## src/rtl/cpu_types_pkg.sv

```systemverilog
// Shared CPU types: register index, pipeline-control FSM states
// and the NOP encoding that latch flushes load.
package cpu_types_pkg;

    typedef logic [4:0] regbits_t;

    typedef enum logic [1:0] {
        RUN,
        DMEM_WAIT,
        HALT_DRAIN,
        HALTED
    } pctrl_state_t;

    localparam logic [31:0] NOP_WORD = 32'h0;

endpackage

```

## src/rtl/pipeline_ctrl_sat_counter.sv

```systemverilog
// Saturating up-counter: holds at all-ones, never wraps.
// Ports: CLK, RST (async high), inc, clear (sync), cnt.
module sat_counter #(
    parameter int W = 32
) (
    input  logic         CLK,
    input  logic         RST,
    input  logic         inc,
    input  logic         clear,
    output logic [W-1:0] cnt
);

    always_ff @(posedge CLK or posedge RST) begin
        if (RST) begin
            cnt <= '0;
        end else if (clear) begin
            cnt <= '0;
        end else if (inc && (cnt != '1)) begin
            cnt <= cnt + W'(1);
        end
    end

endmodule

```

## src/rtl/pipeline_ctrl.sv

```systemverilog
// Pipeline sequencer: drives PC and latch enable/flush pairs from
// cache handshakes, load-use hazards, taken branches and halt.
// Ports: CLK/RST, ihit/dhit, EX/MEM mem+halt flags, branch_taken,
// ID/EX load info, IF/ID sources -> pc_en, *_en, *_flush, halt,
// stall_cnt, flush_cnt.
module pipeline_ctrl
    import cpu_types_pkg::*;
#(
    parameter int DRAIN_CYCLES = 2,
    parameter int CNT_W        = 32
) (
    input  logic             CLK,
    input  logic             RST,
    input  logic             ihit,
    input  logic             dhit,
    input  logic             exmem_dREN,
    input  logic             exmem_dWEN,
    input  logic             exmem_halt,
    input  logic             branch_taken,
    input  logic             idex_dREN,
    input  regbits_t         idex_wsel,
    input  regbits_t         ifid_rs,
    input  regbits_t         ifid_rt,
    output logic             pc_en,
    output logic             ifid_en,
    output logic             idex_en,
    output logic             exmem_en,
    output logic             memwb_en,
    output logic             ifid_flush,
    output logic             idex_flush,
    output logic             exmem_flush,
    output logic             memwb_flush,
    output logic             halt,
    output logic [CNT_W-1:0] stall_cnt,
    output logic [CNT_W-1:0] flush_cnt
);

    localparam int DW = (DRAIN_CYCLES > 1) ? $clog2(DRAIN_CYCLES) : 1;

    pctrl_state_t  state, state_nx;
    logic [DW-1:0] drain, drain_nx;
    logic          memop, dstall, load_use, br_ev, stall_ev;

    assign memop    = exmem_dREN | exmem_dWEN;
    assign load_use = idex_dREN && (idex_wsel != '0) &&
                      ((idex_wsel == ifid_rs) || (idex_wsel == ifid_rt));
    // In DMEM_WAIT the access is still outstanding whatever EX/MEM shows
    assign dstall   = (state == DMEM_WAIT) ? !dhit : (memop && !dhit);

    always_comb begin
        pc_en       = 1'b0;
        ifid_en     = 1'b0;
        idex_en     = 1'b0;
        exmem_en    = 1'b0;
        memwb_en    = 1'b0;
        ifid_flush  = 1'b0;
        idex_flush  = 1'b0;
        exmem_flush = 1'b0;
        memwb_flush = 1'b0;
        state_nx    = state;
        drain_nx    = drain;
        br_ev       = 1'b0;
        unique case (state)
            RUN, DMEM_WAIT: begin
                if (dstall) begin
                    memwb_en    = 1'b1;
                    memwb_flush = 1'b1;
                    state_nx    = DMEM_WAIT;
                end else begin
                    state_nx = RUN;
                    memwb_en = 1'b1;
                    exmem_en = 1'b1;
                    idex_en  = 1'b1;
                    ifid_en  = 1'b1;
                    if (exmem_halt) begin
                        ifid_flush  = 1'b1;
                        idex_flush  = 1'b1;
                        exmem_flush = 1'b1;
                        drain_nx    = DW'(DRAIN_CYCLES - 1);
                        state_nx    = HALT_DRAIN;
                    end else if (branch_taken) begin
                        pc_en       = 1'b1;
                        ifid_flush  = 1'b1;
                        idex_flush  = 1'b1;
                        exmem_flush = 1'b1;
                        br_ev       = 1'b1;
                    end else if (load_use) begin
                        ifid_en    = 1'b0;
                        idex_flush = 1'b1;
                    end else if (!ihit) begin
                        ifid_flush = 1'b1;
                    end else begin
                        pc_en = 1'b1;
                    end
                end
            end
            HALT_DRAIN: begin
                ifid_en     = 1'b1;
                idex_en     = 1'b1;
                exmem_en    = 1'b1;
                memwb_en    = 1'b1;
                ifid_flush  = 1'b1;
                idex_flush  = 1'b1;
                exmem_flush = 1'b1;
                if (drain == '0) begin
                    state_nx = HALTED;
                end else begin
                    drain_nx = drain - DW'(1);
                end
            end
            HALTED: begin
                state_nx = HALTED;
            end
            default: begin
                state_nx = RUN;
            end
        endcase
    end

    always_ff @(posedge CLK or posedge RST) begin
        if (RST) begin
            state <= RUN;
            drain <= '0;
            halt  <= 1'b0;
        end else begin
            state <= state_nx;
            drain <= drain_nx;
            halt  <= (state_nx == HALTED);
        end
    end

    assign stall_ev = ((state == RUN) || (state == DMEM_WAIT)) && !pc_en;

    sat_counter #(.W(CNT_W)) u_stall_cnt (
        .CLK   (CLK),
        .RST   (RST),
        .inc   (stall_ev),
        .clear (1'b0),
        .cnt   (stall_cnt)
    );

    sat_counter #(.W(CNT_W)) u_flush_cnt (
        .CLK   (CLK),
        .RST   (RST),
        .inc   (br_ev),
        .clear (1'b0),
        .cnt   (flush_cnt)
    );

endmodule

```

## config.mk

```make
export PLATFORM = sky130hd
export DESIGN_NAME = pipeline_ctrl
export DESIGN_NICKNAME = d
export VERILOG_FILES = /design/src/rtl/cpu_types_pkg.sv /design/src/rtl/pipeline_ctrl_sat_counter.sv /design/src/rtl/pipeline_ctrl.sv
export SDC_FILE = /design/constraint.sdc
export NUM_CORES = 1
export LEC_CHECK = 0
export CAP_MARGIN = 15
export CORE_MARGIN = 4
export CORE_UTILIZATION = 40
export CTS_BUF_LIST = sky130_fd_sc_hd__clkbuf_8
export CTS_CLUSTER_SIZE = 8
export DETAILED_ROUTE_END_ITERATION = 10
export MAX_ROUTING_LAYER = met4
export PLACE_DENSITY = 0.72
export REMOVE_ABC_BUFFERS = 1
export SKIP_CTS_REPAIR_TIMING = 1
export SYNTH_ARGS = -nofsm -noshare
export SYNTH_HDL_FRONTEND = slang
export SYNTH_SLANG_ARGS = --single-unit
export TNS_END_PERCENT = 1
```

## constraint.sdc

```tcl
create_clock -name CLK -period 2.2 [get_ports CLK]
set_input_delay 0.22 -clock CLK [delete_from_list [all_inputs] [get_ports CLK]]
set_output_delay 0.22 -clock CLK [all_outputs]
set_load 0.005 [all_outputs]
```

Word level (Yosys, flattened, before mapping). Index checks and enable logic that the tools add are counted.

Register bits after elaboration: 68. Output and inout bits: 74.

$add $sub $neg: 3. Reductions and logical operators: 16. Multiplexer cells: 43. Bitwise logic cells: 1. Equality and inequality tests: 10.

Operators by type and width (count): $add 32x1->32 const B (2); $ne 32x32->1 const B (2); $mux 1 (33); $pmux 1 s2 (6); $eq 5x5->1 (2); $eq 2x2->1 const B (3); $logic_and 1x1->1 (6); $mux 2 (3); $pmux 2 s3 (1); $reduce_bool 5->1 (1); $ne 2x2->1 const B (2); $reduce_and 3->1 (1); $reduce_or 3->1 (1); $eq 2x1->1 const B (1); $logic_not 1->1 (2); $logic_not 2->1 (1); $logic_or 1x1->1 (2); $reduce_bool 2->1 (1); $reduce_or 2->1 (1); $or 1x1->1 (1); $sub 1x1->1 const B (1).

Depth between registers and ports, before layout. Gate-level depths: netlist of run 1.

Depth in word-level cells: 11. Mapped depth: 9.

By module. Synthesis of run 1 repeated with hierarchy kept, for this count alone.

Cells, all modules: 445. Area total of the unflattened synthesis: 4121.5 µm².

By module, submodules not included: sat_counter at u_stall_cnt (seq. area each 800.8 µm², area each 1911.8 µm², cells an instance 199, instances 1); sat_counter at u_flush_cnt (seq. area each 800.8 µm², area each 1740.4 µm², cells an instance 186, instances 1); pipeline_ctrl (seq. area each 100.1 µm², area each 469.2 µm², cells an instance 60, instances 1).

Worst setup path after synthesis of run 1. Ideal clock, no wire load.

Path type: register -> register. From: reg u_stall_cnt.cnt[0]. To: reg u_stall_cnt.cnt[1]. Clock period less this slack: 2.444 ns. Required time: 2.073 ns. Buffers on the path: 2. Stages on the path, launching flop included: 9. Data arrival time: 2.316 ns. Setup slack: -0.244 ns. Path through: dfrtp_1 -> ha_1 -> nand4_1 -> or3_1 -> or2_1 -> buf_2 -> o221ai_4 -> buf_6 -> mux2_1.

Cells in the longest elaborated chain, start to end: 2. Elaborated cells between the ends (all ways): 3. Those cells by class: 1 x add/sub; 1 x eq/ne; 1 x reduce/logical.

RTL lines: start, declared (line pipeline_ctrl_sat_counter.sv:10) `output logic [W-1:0] cnt`; start signal, assigned (line pipeline_ctrl_sat_counter.sv:19) `cnt <= cnt + W'(1);`; parallel branches: the longest is 2 deep, another holds $add 32x1->32.

Parallel ways; which one is timed is not known. A chain may end at the register's enable or synchronous reset.

Worst setup path in the final report of run 1. Ends and elaborated chain as after synthesis.

==> results of run 1 <==
[power breakdown]
| group | total [mW] | internal [mW] | leakage, nW | switching, mW |
|---|---|---|---|---|
| clock | 1.27 | 0.784 | 0.122 | 0.488 |
| sequential | 1.25 | 1.25 | 0.881 | 0.00297 |
| combinational | 0.126 | 0.0650 | 1.42 | 0.0607 |
| total | 2.65 | 2.10 | 2.43 | 0.552 |
[logic make-up after synthesis]
family / Yosys count
muxes: 4
buffers and inverters: 24
AOI/OAI and AO/OA: 27
and+or+nand+nor: 156
xor gates and xnor gates: 68
adders and majority gates: 2
DFF: 68
[synth_stat cells (2+ instances only)]
cell type	number
nor4_1	7
or3_1	4
nor3b_1	3
nand2_1	35
nand3_1	23
clkbuf_1	2
nor2_1	32
and4_1	5
xnor2_1	28
nor2b_1	2
dfrtp_1	68
a21oi_1	5
inv_1	18
or2_2	2
and3_1	5
nand4_1	10
nor3_1	27
o31a_1	2
buf_6	2
o21ai_0	7
xor2_1	40
ha_1	2
mux2_2	2
a31oi_1	3
[metrics by stage]
stage               cells  util (%)  power [mW]  worst slack (ps)
detailed placement    581     57.70       1.404            -137.0
global route          601     62.34       2.757            -114.3
finish                601     62.34       2.653             5.412
CTS                   597     60.70       2.684            -209.0
floorplan             343         -       1.327            -305.5
global placement      581     57.70       1.401            -68.56
[registers in the layout, summed over array words and instances (netlist names)]
name             flops
drain                1
halt                 1
state                2
u_flush_cnt.cnt     32
u_stall_cnt.cnt     32
[final timing paths]
check                                               start                              end  slack (ps)  cells past startpoint
max                        u_stall_cnt.cnt[0]$_DFFE_PP0P_   u_stall_cnt.cnt[1]$_DFFE_PP0P_           5                      7
min                                                   RST  u_flush_cnt.cnt[27]$_DFFE_PP0P_         180                      2
max reg2reg                u_stall_cnt.cnt[0]$_DFFE_PP0P_   u_stall_cnt.cnt[1]$_DFFE_PP0P_           5                      7
min reg2reg                             drain$_DFFE_PP0P_                   halt$_DFF_PP0_         490                      1
max in group asynchronous                             RST                   halt$_DFF_PP0_        1420                      3
min in group CLK                        drain$_DFFE_PP0P_                   halt$_DFF_PP0_         490                      1
[layout make-up]
class / count / area, µm² / share of cell area, %
Clock buffer: 10 / 137.6 / 2.660
Clock inverter: 6 / 111.4 / 2.152
Inverter: 18 / 67.56 / 1.306
Multi-Input combinational cell: 257 / 1680 / 32.48
Sequential cell: 68 / 1702 / 32.89
Tap cell: 105 / 131.4 / 2.539
Timing Repair Buffer: 137 / 1344 / 25.97
[worst max-delay path, stage by stage (launching register included)]
cell and delay (ps):
dfrtp_1 400, ha_4 160, nand4_1 120, or3_4 360
or2_4 260, o221ai_4 270, buf_12 180, mux2_1 320
[metal layers]
layer / track usage, % / vias to the layer above / part of all wire (%)
met2: 29.37 / 90 / 49
met3: 5.536 / 9 / 7.2
met1: 22.07 / 1504 / 43
li1: - / 1489 / -
met5: - / - / 0
met4: 4.663 / 0 / 0.89
==> flow_summary.ini, run 1 <==
[status]
status = finished clean

[routing]
wl_per_cell_um = 15.00
drc = 0
dr_total_vias = 3092
firstDrtPassIters = 4
routed_via_density = 5.145
ant_nets = 0
initialDrtViolationCount = 100
postRouteWirelength_um = 9012

[cts]
clkTransAtPathRegs_ps = 80
h-tree-depth = 3
clock_path_buffers = 2
clock-sinks = 68
clock_latency_ps = 340
cts_root_buffer = clkbuf_8
numCtsBuffers = 9
cts_tree = built

[synth]
synthSimpleGateAreaFrac_pct = 22.19
synthesis.area_um2 = 3433
synth-xor-area-share_pct = 17.35
synthMuxAreaShare_pct = 1.276
avgSynthCellArea_um2 = 9.838
async_reset_ff_share_pct = 100.0
ys_ff_latch = 68
synth_top_area_share_pct = 49.56
syn_inst = 349
ys.flop_type = dfrtp_1
yosys_warnings = 0
yosysUniqueCellTypes = 39
ys_seq_area_share_pct = 49.56
synth_edf_count = 0
synth_top_area_cell = dfrtp_1
synth_top_family_by_area = simple AND/OR/NAND/NOR gates
yosys-top-cells-area = dfrtp_1, xor2_1, xnor2_1
synth-compound-area-share_pct = 5.685
synth_fa_ha_area_share_pct = 0.7289

[setup_path]
crit_required_ps = 2420
cp_max_fo = 7
critPathArrivalTime_ps = 2420
startpoint_type = register
cp-end-kind = register
crit_type = reg -> reg

[finish]
fillers = 695
fin_area_um2 = 5174
final_common_cell = clkdlybuf4s50_1
diodes = 0
nNetsFinal = 517
layout_common_cells = clkdlybuf4s50_1, dfrtp_1, xor2_1
synthToLayoutAreaGrowth_pct = 50.69
drive_gt1_share_pct = 14.92

[sta]
report.final.slew_viol_count = 0
fmax_mhz = 455.7
fin_crit_sh_pct = 99.75
skew_ps = 10.17
tightest_slew_ps = 577.7
hold_viol_final = 0
holdWs_ps = 176.0
setup-tns-final_ps = 0
finalSetupViolations = 0
finalCriticalPeriod_ps = 2195
max-slew-margin-rel_pct = 61.31
rsz0062_at_grt = true

[grt]
grt_max_degree = 54
overflow = 0
grt_usage_pct = 18.11
grt_pass1_wl_um = 14310
antenna_found_initial = 0
grt_pass1_vias = 3117

[floorplan]
die_w_um = 100.6
fp-row-count = 33
initial_utilization_pct = 41.37
die_area_um2 = 10130
coreArea_um2 = 8299
dieHeight_um = 100.6
ios = 98

[min_path]
min_path_type = in -> async

[power_and_ir_drop]
power_density_nw_per_um2 = 512.8
ir_drop_mv = 0.3881
p_leak_nw = 2.425

[job]
drv_cap = 0

[placement]
dpl_cell_area_um2 = 4788
port_buffers = 97
dp_hpwl_um = 6451
globalplace.congestion = 0.8768
No activity file was read; power rests on OpenSTA's default activity.
==> run 2: changes to the inputs <==
Settings changed: CORE_UTILIZATION 40 to 45, PLACE_DENSITY 0.72 to 0.79.
==> flow_summary.ini, run 2 (synthesized netlist as in run 1, its figures left out) <==
[setup_path]
max_stage_delay_ps = 410
path_cells = ha_4 -> nand4_1 -> or3_4 -> or2_4 -> o221ai_4 -> buf_12 -> mux2_1
cp-end-kind = register
cp_max_fo = 6
critPathArrivalTime_ps = 2450
crit_required_ps = 2430
rr_worst_depth = 7
slowest_stage = dfrtp_1
startpoint_type = register
crit_type = reg -> reg

[sta]
rsz0062_at_grt = true
hold_viol_final = 0
setup-tns-final_ps = -50.21
report.final.slew_viol_count = 0
skew_ps = 11.41
layout_setup_ws_ps = -25.49
fin_crit_sh_pct = 101.2
max-slew-margin-rel_pct = 68.27
finalCriticalPeriod_ps = 2225
finalSetupViolations = 3
tightest_slew_ps = 475.9
fmax_mhz = 449.3
holdWs_ps = 283.4

[finish]
diodes = 0
layout_common_cells = clkdlybuf4s50_1, dfrtp_1, xor2_1
fin_area_um2 = 5149
fillers = 526
final_cells = 597
reg.largest.list = u_flush_cnt.cnt: 32 flops, u_stall_cnt.cnt: 32 flops, state: 2 flops
synthToLayoutAreaGrowth_pct = 49.96
drive_gt1_share_pct = 16.06
post-route-util_pct = 70.23
nNetsFinal = 519
final_common_cell = clkdlybuf4s50_1

[routing]
initialDrtViolationCount = 75
routed_via_density = 5.203
dr_total_vias = 3106
ant_nets = 0
firstDrtPassIters = 4
wl_per_cell_um = 15.19
drc = 0
postRouteWirelength_um = 9070

[cts]
clock_latency_ps = 340
clock_path_buffers = 2
clkTransAtPathRegs_ps = 80
cts_root_buffer = clkbuf_8
cts_tree = built
clock-sinks = 68
h-tree-depth = 3
numCtsBuffers = 9

[floorplan]
fp-row-count = 31
ios = 98
die_area_um2 = 9091
dieHeight_um = 95.35
die_w_um = 95.35
coreArea_um2 = 7331
initial_utilization_pct = 46.83

[power_and_ir_drop]
p_clk_share_pct = 42.8
p_comb_share_pct = 5.2
swShare_pct = 23.37
switching_power_mw = 0.5636
power_density_nw_per_um2 = 468.4
p_leak_nw = 2.423
p_int_mw = 1.848
p_seq_share_pct = 52.0
ir_drop_mv = 0.4251

[grt]
grt_pass1_wl_um = 14410
antenna_found_initial = 0
grt_usage_pct = 20.63
grt_max_degree = 39
grt_pass1_vias = 3117
overflow = 0

[status]
violations = setup timing
status = complete, but fails checks

[placement]
dpl_cell_area_um2 = 4768
placed_cells = 575
dp_hpwl_um = 6482
globalplace.congestion = 0.7868
port_buffers = 97

[job]
drv_cap = 0

[min_path]
min_path_type = in -> async
[run 2: power groups by stage]
stage / Combinational (mW) / Sequential [mW] / Clock [mW]
3_3_place_gp: 0.121 / 1.28 / 0
3_5_place_dp: 0.123 / 1.28 / 0
4_1_cts: 0.124 / 1.25 / 1.05
6_report: 0.125 / 1.25 / 1.03
2_1_floorplan: 0.0482 / 1.28 / 0
5_1_grt: 0.138 / 1.26 / 1.11
[run 2: area by class of cell]
class	instances	area (µm²)	area share [%]
clock inverter	7	76.32	1.482
inverter	18	67.56	1.312
multi-input combinational	257	1707	33.15
tap	99	123.9	2.406
timing repair buffer	139	1349	26.20
clock buffer	9	123.9	2.406
sequential	68	1702	33.05
[run 2: worst paths after layout]
kind / start / end / slack, ps
setup / recovery: u_stall_cnt.cnt[0]$_DFFE_PP0P_ / u_stall_cnt.cnt[1]$_DFFE_PP0P_ / -30
min in group CLK: drain$_DFFE_PP0P_ / halt$_DFF_PP0_ / 480
hold / removal: RST / u_flush_cnt.cnt[20]$_DFFE_PP0P_ / 280
max in group asynchronous: RST / u_stall_cnt.cnt[25]$_DFFE_PP0P_ / 1550
setup reg to reg: u_stall_cnt.cnt[0]$_DFFE_PP0P_ / u_stall_cnt.cnt[1]$_DFFE_PP0P_ / -30
hold reg to reg: drain$_DFFE_PP0P_ / halt$_DFF_PP0_ / 480
[run 2: critical path: cells and delay by family, from the launching register on]
family / cells / cell delay, ps
compound gates: 1 / 290
fa+ha+maj: 1 / 160
buf+inv: 1 / 170
flops: 1 / 410
mux: 1 / 310
simple gates: 3 / 760
[run 2: stage by stage]
| stage | worst slack, ps | power (mW) |
|---|---|---|
| floorplan | -305.5 | 1.327 |
| global placement | -42.89 | 1.400 |
| detailed placement | -122.0 | 1.402 |
| CTS | -207.9 | 2.433 |
| global route | -125.0 | 2.505 |
| finish | -25.49 | 2.411 |
[run 2: metal layers]
layer	share of wire, %	GRT usage [%]	up-vias
met4	1.5	7.091	0
met2	48	32.65	110
li1	-	-	1484
met3	6.5	4.972	13
met5	0	-	-
met1	44	25.97	1499
